### src/rtl/mac_pkg.sv
// Shared MAC datapath constants and the guard/round/sticky bundle used by the aligner.
package mac_pkg;

    localparam int unsigned MANT_W  = 32;
    localparam int unsigned SHAMT_W = 8;
    // Guard and round bits appended below the mantissa LSB before shifting.
    localparam int unsigned GRS_W   = 2;

    typedef struct packed {
        logic grd;
        logic rnd;
        logic sticky;
    } grs_t;

endpackage

### src/rtl/mant_align_shifter_if.sv
// Valid/ready bus of the mantissa aligner: input beat side and aligned output side.
interface mant_align_shifter_if
    import mac_pkg::*;
#(
    parameter int unsigned WIDTH = MANT_W,
    parameter int unsigned SHW   = SHAMT_W
) ();

    logic             in_valid;
    logic             in_ready;
    logic [WIDTH-1:0] in_mant;
    logic [SHW-1:0]   in_shamt;
    logic             out_valid;
    logic             out_ready;
    logic [WIDTH-1:0] out_mant;
    logic             out_grd;
    logic             out_rnd;
    logic             out_sticky;
    logic             out_zero;

    // Producer of beats / consumer of aligned results.
    modport master (
        output in_valid, in_mant, in_shamt, out_ready,
        input  in_ready, out_valid, out_mant, out_grd, out_rnd, out_sticky, out_zero
    );

    // The aligner itself.
    modport slave (
        input  in_valid, in_mant, in_shamt, out_ready,
        output in_ready, out_valid, out_mant, out_grd, out_rnd, out_sticky, out_zero
    );

endinterface

### src/rtl/align_stage.sv
// One registered right-shift slice of the aligner. Shifts by sel_i*GRAN, folds the
// bits it drops into sticky and flags an all-zero result. Optional sticky tracking
// is compiled in with ALIGN_STICKY_EN.
module align_stage #(
    parameter int unsigned VW   = 34,
    parameter int unsigned GRAN = 1,
    parameter int unsigned SELW = 3
) (
    input  logic          clk,
    input  logic          rst_n,
    input  logic          valid_d_i,
    input  logic          adv_i,
    input  logic [VW-1:0] vec_i,
    input  logic [SELW-1:0] sel_i,
    input  logic          sat_i,
    input  logic          zero_i,
`ifdef ALIGN_STICKY_EN
    input  logic          sticky_i,
    output logic          sticky_o,
`endif
    output logic          valid_o,
    output logic [VW-1:0] vec_o,
    output logic          zero_o
);

    localparam int unsigned AMT_W = SELW + $clog2(GRAN);

    logic [AMT_W-1:0] amt;
    logic [VW-1:0]    shifted;
    logic [VW-1:0]    vec_d, vec_q;
    logic             zero_d, zero_q;
    logic             valid_q;
`ifdef ALIGN_STICKY_EN
    logic [VW-1:0]    lost;
    logic             sticky_d, sticky_q;
`endif

    // Shift datapath; a saturated shift clears the vector and loses every input bit.
    always_comb begin
        amt     = AMT_W'(sel_i) * AMT_W'(GRAN);
        shifted = vec_i >> amt;
        vec_d   = sat_i ? '0 : shifted;
`ifdef ALIGN_STICKY_EN
        lost     = vec_i ^ (shifted << amt);
        sticky_d = sticky_i | (sat_i ? (|vec_i) : (|lost));
        zero_d   = zero_i | ((vec_d == '0) && !sticky_d);
`else
        zero_d   = zero_i | (vec_d == '0);
`endif
    end

    // Stage valid flag: the only control state, cleared asynchronously.
    always_ff @(posedge clk or negedge rst_n) begin
        if (!rst_n) valid_q <= 1'b0;
        else        valid_q <= valid_d_i;
    end

    // Data registers load only when the stage advances.
    always_ff @(posedge clk or negedge rst_n) begin
        if (!rst_n) begin
            vec_q  <= '0;
            zero_q <= 1'b0;
`ifdef ALIGN_STICKY_EN
            sticky_q <= 1'b0;
`endif
        end else if (adv_i) begin
            vec_q  <= vec_d;
            zero_q <= zero_d;
`ifdef ALIGN_STICKY_EN
            sticky_q <= sticky_d;
`endif
        end
    end

    assign valid_o = valid_q;
    assign vec_o   = vec_q;
    assign zero_o  = zero_q;
`ifdef ALIGN_STICKY_EN
    assign sticky_o = sticky_q;
`endif

endmodule

### src/rtl/mant_align_shifter.sv
// Two-stage mantissa right-shift aligner with guard/round/sticky generation.
// S1 does the byte-granular coarse shift and saturation, S2 the 0..7 fine shift.
// Define ALIGN_STICKY_EN to build sticky tracking; otherwise out_sticky is 0.
module mant_align_shifter
    import mac_pkg::*;
#(
    parameter int unsigned WIDTH = MANT_W,
    parameter int unsigned SHW   = SHAMT_W
) (
    input  logic                 clk,
    input  logic                 rst_n,
    mant_align_shifter_if.slave  bus
);

    localparam int unsigned VW       = WIDTH + GRS_W;
    localparam int unsigned FINE_W   = 3;
    // Coarse field spans every non-saturating shift, including WIDTH and WIDTH+1.
    localparam int unsigned COARSE_W = $clog2(VW) - FINE_W;

    logic              s1_valid, s2_valid;
    logic              s1_valid_d, s2_valid_d;
    logic              s2_adv, accept, in_ready_c, sat_c;
    logic [VW-1:0]     s1_vec, s2_vec;
    logic              s1_zero, s2_zero;
    logic [FINE_W-1:0] fine_d, fine_q;
    grs_t              s2_grs;
`ifdef ALIGN_STICKY_EN
    logic              s1_sticky, s2_sticky;
`endif

    // Handshake and stage-valid next state; in_ready sees out_ready combinationally.
    always_comb begin
        s2_adv     = s1_valid && (!s2_valid || bus.out_ready);
        in_ready_c = !s1_valid || s2_adv;
        accept     = bus.in_valid && in_ready_c;
        s1_valid_d = accept || (s1_valid && !s2_adv);
        s2_valid_d = s2_adv || (s2_valid && !bus.out_ready);
        sat_c      = bus.in_shamt >= SHW'(VW);
        fine_d     = bus.in_shamt[FINE_W-1:0];
    end

    // Fine shift amount travels alongside the S1 data.
    always_ff @(posedge clk or negedge rst_n) begin
        if (!rst_n)      fine_q <= '0;
        else if (accept) fine_q <= fine_d;
    end

    align_stage #(.VW(VW), .GRAN(8), .SELW(COARSE_W)) u_s1 (
        .clk       (clk),
        .rst_n     (rst_n),
        .valid_d_i (s1_valid_d),
        .adv_i     (accept),
        .vec_i     ({bus.in_mant, {GRS_W{1'b0}}}),
        .sel_i     (bus.in_shamt[FINE_W +: COARSE_W]),
        .sat_i     (sat_c),
        .zero_i    (1'b0),
`ifdef ALIGN_STICKY_EN
        .sticky_i  (1'b0),
        .sticky_o  (s1_sticky),
`endif
        .valid_o   (s1_valid),
        .vec_o     (s1_vec),
        .zero_o    (s1_zero)
    );

    align_stage #(.VW(VW), .GRAN(1), .SELW(FINE_W)) u_s2 (
        .clk       (clk),
        .rst_n     (rst_n),
        .valid_d_i (s2_valid_d),
        .adv_i     (s2_adv),
        .vec_i     (s1_vec),
        .sel_i     (fine_q),
        .sat_i     (1'b0),
        .zero_i    (s1_zero),
`ifdef ALIGN_STICKY_EN
        .sticky_i  (s1_sticky),
        .sticky_o  (s2_sticky),
`endif
        .valid_o   (s2_valid),
        .vec_o     (s2_vec),
        .zero_o    (s2_zero)
    );

    // Split the S2 vector's low bits into the rounder's GRS bundle.
    always_comb begin
        s2_grs.grd = s2_vec[1];
        s2_grs.rnd = s2_vec[0];
`ifdef ALIGN_STICKY_EN
        s2_grs.sticky = s2_sticky;
`else
        s2_grs.sticky = 1'b0;
`endif
    end

    assign bus.in_ready   = in_ready_c;
    assign bus.out_valid  = s2_valid;
    assign bus.out_mant   = s2_vec[VW-1:GRS_W];
    assign bus.out_grd    = s2_grs.grd;
    assign bus.out_rnd    = s2_grs.rnd;
    assign bus.out_sticky = s2_grs.sticky;
    assign bus.out_zero   = s2_zero;

endmodule

### src/flat_wrapper.sv
// flat-port wrapper written by rule: the top's interface ports become plain ports
module mant_align_shifter_flat import mac_pkg::*;
#(
    parameter int unsigned WIDTH = MANT_W,
    parameter int unsigned SHW   = SHAMT_W
)
  (clk, rst_n, bus_in_valid, bus_in_mant, bus_in_shamt, bus_out_ready, bus_in_ready, bus_out_valid, bus_out_mant, bus_out_grd, bus_out_rnd, bus_out_sticky, bus_out_zero);
  mant_align_shifter_if #(.WIDTH(WIDTH), .SHW(SHW)) bus_i ();
  input  logic clk;
  input  logic rst_n;
  input wire logic [$bits(bus_i.in_valid)-1:0] bus_in_valid;
  input wire logic [$bits(bus_i.in_mant)-1:0] bus_in_mant;
  input wire logic [$bits(bus_i.in_shamt)-1:0] bus_in_shamt;
  input wire logic [$bits(bus_i.out_ready)-1:0] bus_out_ready;
  output wire logic [$bits(bus_i.in_ready)-1:0] bus_in_ready;
  output wire logic [$bits(bus_i.out_valid)-1:0] bus_out_valid;
  output wire logic [$bits(bus_i.out_mant)-1:0] bus_out_mant;
  output wire logic [$bits(bus_i.out_grd)-1:0] bus_out_grd;
  output wire logic [$bits(bus_i.out_rnd)-1:0] bus_out_rnd;
  output wire logic [$bits(bus_i.out_sticky)-1:0] bus_out_sticky;
  output wire logic [$bits(bus_i.out_zero)-1:0] bus_out_zero;
  assign bus_i.in_valid = bus_in_valid;
  assign bus_i.in_mant = bus_in_mant;
  assign bus_i.in_shamt = bus_in_shamt;
  assign bus_i.out_ready = bus_out_ready;
  assign bus_in_ready = bus_i.in_ready;
  assign bus_out_valid = bus_i.out_valid;
  assign bus_out_mant = bus_i.out_mant;
  assign bus_out_grd = bus_i.out_grd;
  assign bus_out_rnd = bus_i.out_rnd;
  assign bus_out_sticky = bus_i.out_sticky;
  assign bus_out_zero = bus_i.out_zero;
  mant_align_shifter #(.WIDTH(WIDTH), .SHW(SHW)) u_core (.clk(clk), .rst_n(rst_n), .bus(bus_i));
endmodule
### config.mk
export PLATFORM = sky130hd
export DESIGN_NAME = mant_align_shifter_flat
export DESIGN_NICKNAME = d
export VERILOG_FILES = /design/src/rtl/mac_pkg.sv /design/src/rtl/mant_align_shifter_if.sv /design/src/rtl/align_stage.sv /design/src/rtl/mant_align_shifter.sv /design/src/flat_wrapper.sv
export SDC_FILE = /design/constraint.sdc
export NUM_CORES = 1
export LEC_CHECK = 0
export BUFFER_PORTS_ARGS = -buffer_cell sky130_fd_sc_hd__buf_4
export CORE_AREA = 2 2 122 124
export DETAILED_ROUTE_END_ITERATION = 10
export DIE_AREA = 0 0 124 126
export MAX_ROUTING_LAYER = met4
export SYNTH_ARGS = -nofsm -noshare
export SYNTH_HDL_FRONTEND = slang
export SYNTH_HIERARCHICAL = 1
export SYNTH_SLANG_ARGS = --single-unit
export TNS_END_PERCENT = 30
### constraint.sdc
create_clock -name clk -period 2.5 [get_ports clk]
set_input_delay 0.5 -clock clk [delete_from_list [all_inputs] [get_ports clk]]
set_output_delay 0.5 -clock clk [all_outputs]
set_load 0.005 [all_outputs]
==> results.toml <==
[synth]
synth_ff_type = "dfrtp_1"
yosys.area.top_type = "dfrtp_1"
synth_common_cells = "dfrtp_1, nor2_1, inv_1"
syn_area_um2 = 5300
yosysMostFrequentCell = "dfrtp_1"
synth.area.top_cells = "dfrtp_1, mux4_2, mux2i_1, mux2_2, nor2_1"
syn_area_per_cell_um2 = 9.689
netlist.area_leader.share = 0.3541
yosysUniqueCellTypes = 65
postSynthCellCount = 547
synth-async-reset-ratio = 1.000
yosys_warnings = 6
synth_seq_cells = 75
ys_seq_area_frac = 0.3541
synth-edff-count = 0

[clock_tree]
clockBufferDepth = 2
cts_hold_buf = 0
clock_tree.root_cell = "clkbuf_16"
cts_buffers = 9
clkSlewWorstSetupHoldPaths_ns = 0.06
htree_levels = 3
post_cts_buffers = 0
clkLatencyLatePin_ns = 0.34
clkSinkCount = 75
cts_tree = "done"
cts.repair.resized = 0

[pwr]
p_clk_frac = 0.336
p_per_area_nw_per_um2 = 640.4
peakVddDrop_uv = 297.9
pwr-share-seq = 0.358
p_comb_frac = 0.306
p_sw_mw = 1.273
internal-power_mw = 2.912
swShare = 0.3041
total_power_mw = 4.185
power.leakage_nw = 2.850

[die]
rows = 44
die_x_um = 124
die_area_um2 = 15620
die_y_um = 126
start_util = 0.3703
ios = 82
core_area_um2 = 14310

[route]
dr.pass1.iters = 4
vias = 4648
wirelength_mm = 14.87
routedWlPerCell_um = 18.00
ant_nets = 0
vias_per_cell = 5.627
drc = 0
dr.first_iter.drc_count = 371

[layout]
final_cell_area_um2 = 6535
syn2layout_area_growth_pct = 23.30
antenna_cells = 0
drive_gt1_frac = 0.3006
fin_cells = 826
final_util = 0.4566
nNetsFinal = 681

[worst_setup_path]
r2r_cells = 6
cp-end-kind = "register"
r2r_start = "u_core/fine_q[1]$_DFFE_PN0P_"
worstPathRequired_ns = 2.76
arrival_ns = 2.59
startpoint_type = "register"
crit_type = "register to register"
ff2ff_setup_slack_ns = 0.18
rr_endpoint = "u_core/u_s2/zero_o$_DFFE_PN0P_"
critical_path_peak_fanout = 17

[sta]
holdWs_ns = 0.1457
skew_ns = 0.007942
fin_ws_ns = 0.1795
fmax_mhz = 430.9
report.final.hold_viol_count = 0
layout_worst_path_cycle_share = 0.9282
setup_tns_ns = 0
slew_headroom = 0.6266
slew_violations = 0
setup_viol = 0
min_period_ns = 2.321
worst_pin_slew_ns = 0.5445
rsz0062_at_grt = "false"

[grt]
grt_pass1_vias = 4580
antenna_found_initial = 0
grt_overflow_total = 0
grt_start_max_net_pins = 42
grt_usage = 0.2024
grt_pass1_wl_mm = 24.39

[job]
drv_cap = 0

[placement]
pre_cts_ws_ns = 0.07758
post_dp_cell_area_um2 = 6198
io_buffers = 80
dp.cells = 810
hpwlAfterDp_mm = 11.38
place_congestion = 0.9430

[min_path]
hold_class = "input port to async pin"

[status]
status = "completed"
-- routing by layer --
| metal | global-route usage | part of all wire | vias to the layer above |
|---|---|---|---|
| met5 | - | 0 | - |
| met4 | 0.05354 | 0.022 | 0 |
| met3 | 0.02944 | 0.053 | 26 |
| met2 | 0.2977 | 0.45 | 166 |
| met1 | 0.2928 | 0.48 | 2237 |
| li1 | - | - | 2219 |
-- worst max-delay path by stage --
stage | cells past startpoint | slack (ns) | start | end
after global routing | 7 | 0.009 | u_core/fine_q[1]$_DFFE_PN0P_ | u_core/u_s2/zero_o$_DFFE_PN0P_
final | 6 | 0.18 | u_core/fine_q[1]$_DFFE_PN0P_ | u_core/u_s2/zero_o$_DFFE_PN0P_
after detailed placement | 7 | 0.08 | u_core/fine_q[1]$_DFFE_PN0P_ | u_core/u_s2/zero_o$_DFFE_PN0P_
after floorplan | 9 | 0.24 | bus_in_shamt[4] | u_core/u_s1/zero_o$_DFFE_PN0P_
after global placement | 7 | 0.12 | u_core/fine_q[1]$_DFFE_PN0P_ | u_core/u_s2/zero_o$_DFFE_PN0P_
after CTS | 7 | 0.05 | u_core/fine_q[1]$_DFFE_PN0P_ | u_core/u_s2/zero_o$_DFFE_PN0P_
-- power groups by stage --
| stage | combinational (mW) | sequential (mW) | clock [mW] |
|---|---|---|---|
| finish | 1.28 | 1.50 | 1.41 |
| global route | 1.40 | 1.52 | 1.49 |
| CTS | 1.27 | 1.50 | 1.44 |
| detailed placement | 1.27 | 1.52 | 0 |
| global placement | 1.26 | 1.51 | 0 |
| floorplan | 0.853 | 1.46 | 0 |
-- cell type report --
type / count / area, um^2
clock buffers: 11 / 252.7
flip-flops and latches: 75 / 1882
fillers: 1391 / 7779
well taps: 184 / 230.2
multi-input cells: 397 / 3084
inverters: 42 / 157.7
clock inverters: 5 / 75.07
repair buffers: 112 / 853.3
-- critical path: stages (launching register included) --
cell and delay, ns:
dfrtp_4 0.55, buf_4 0.30, mux4_2 0.58, a2111o_1 0.41, nor4_2 0.16, a31oi_1 0.13
o21ai_1 0.12
-- cell usage in the layout (no fill, tap or decap), types with 5 or more instances in the layout --
cell type,Yosys,routed
a211oi_1,7,7
a21oi_1,27,27
a221oi_1,12,12
a22o_1,8,8
a31oi_1,6,6
buf_4,4,111
clkbuf_16,0,9
conb_1,1,11
dfrtp_1,75,73
inv_1,39,39
mux2_2,23,23
mux2i_1,33,33
mux4_2,27,27
nand2_1,23,23
nand2b_1,9,9
nand3_1,10,10
nor2_1,60,60
nor2b_1,8,8
nor3_1,16,16
nor4_1,8,8
o21ai_0,14,14
o21ai_1,5,5
o22ai_1,30,30
-- flip-flops by register name, summed over array words and instances, names as in the netlist --
name                 count
u_core/u_s1/vec_o       34
u_core/u_s2/valid_o      1
u_core/u_s1/zero_o       1
u_core/u_s1/valid_o      1
u_core/fine_q            3
u_core/u_s2/zero_o       1
u_core/u_s2/vec_o       34
-- logic make-up (layout without fill, tap and decap cells) --
group	count (synthesis)	count (layout)	share of synthesized area
flops	75	75	0.3541
mux	88	88	0.2422
compound gates	139	139	0.1771
buf+inv	85	170	0.07224
other cells	1	11	0.0007075
simple gates	159	159	0.1537
(Power assumes the default switching activity.)
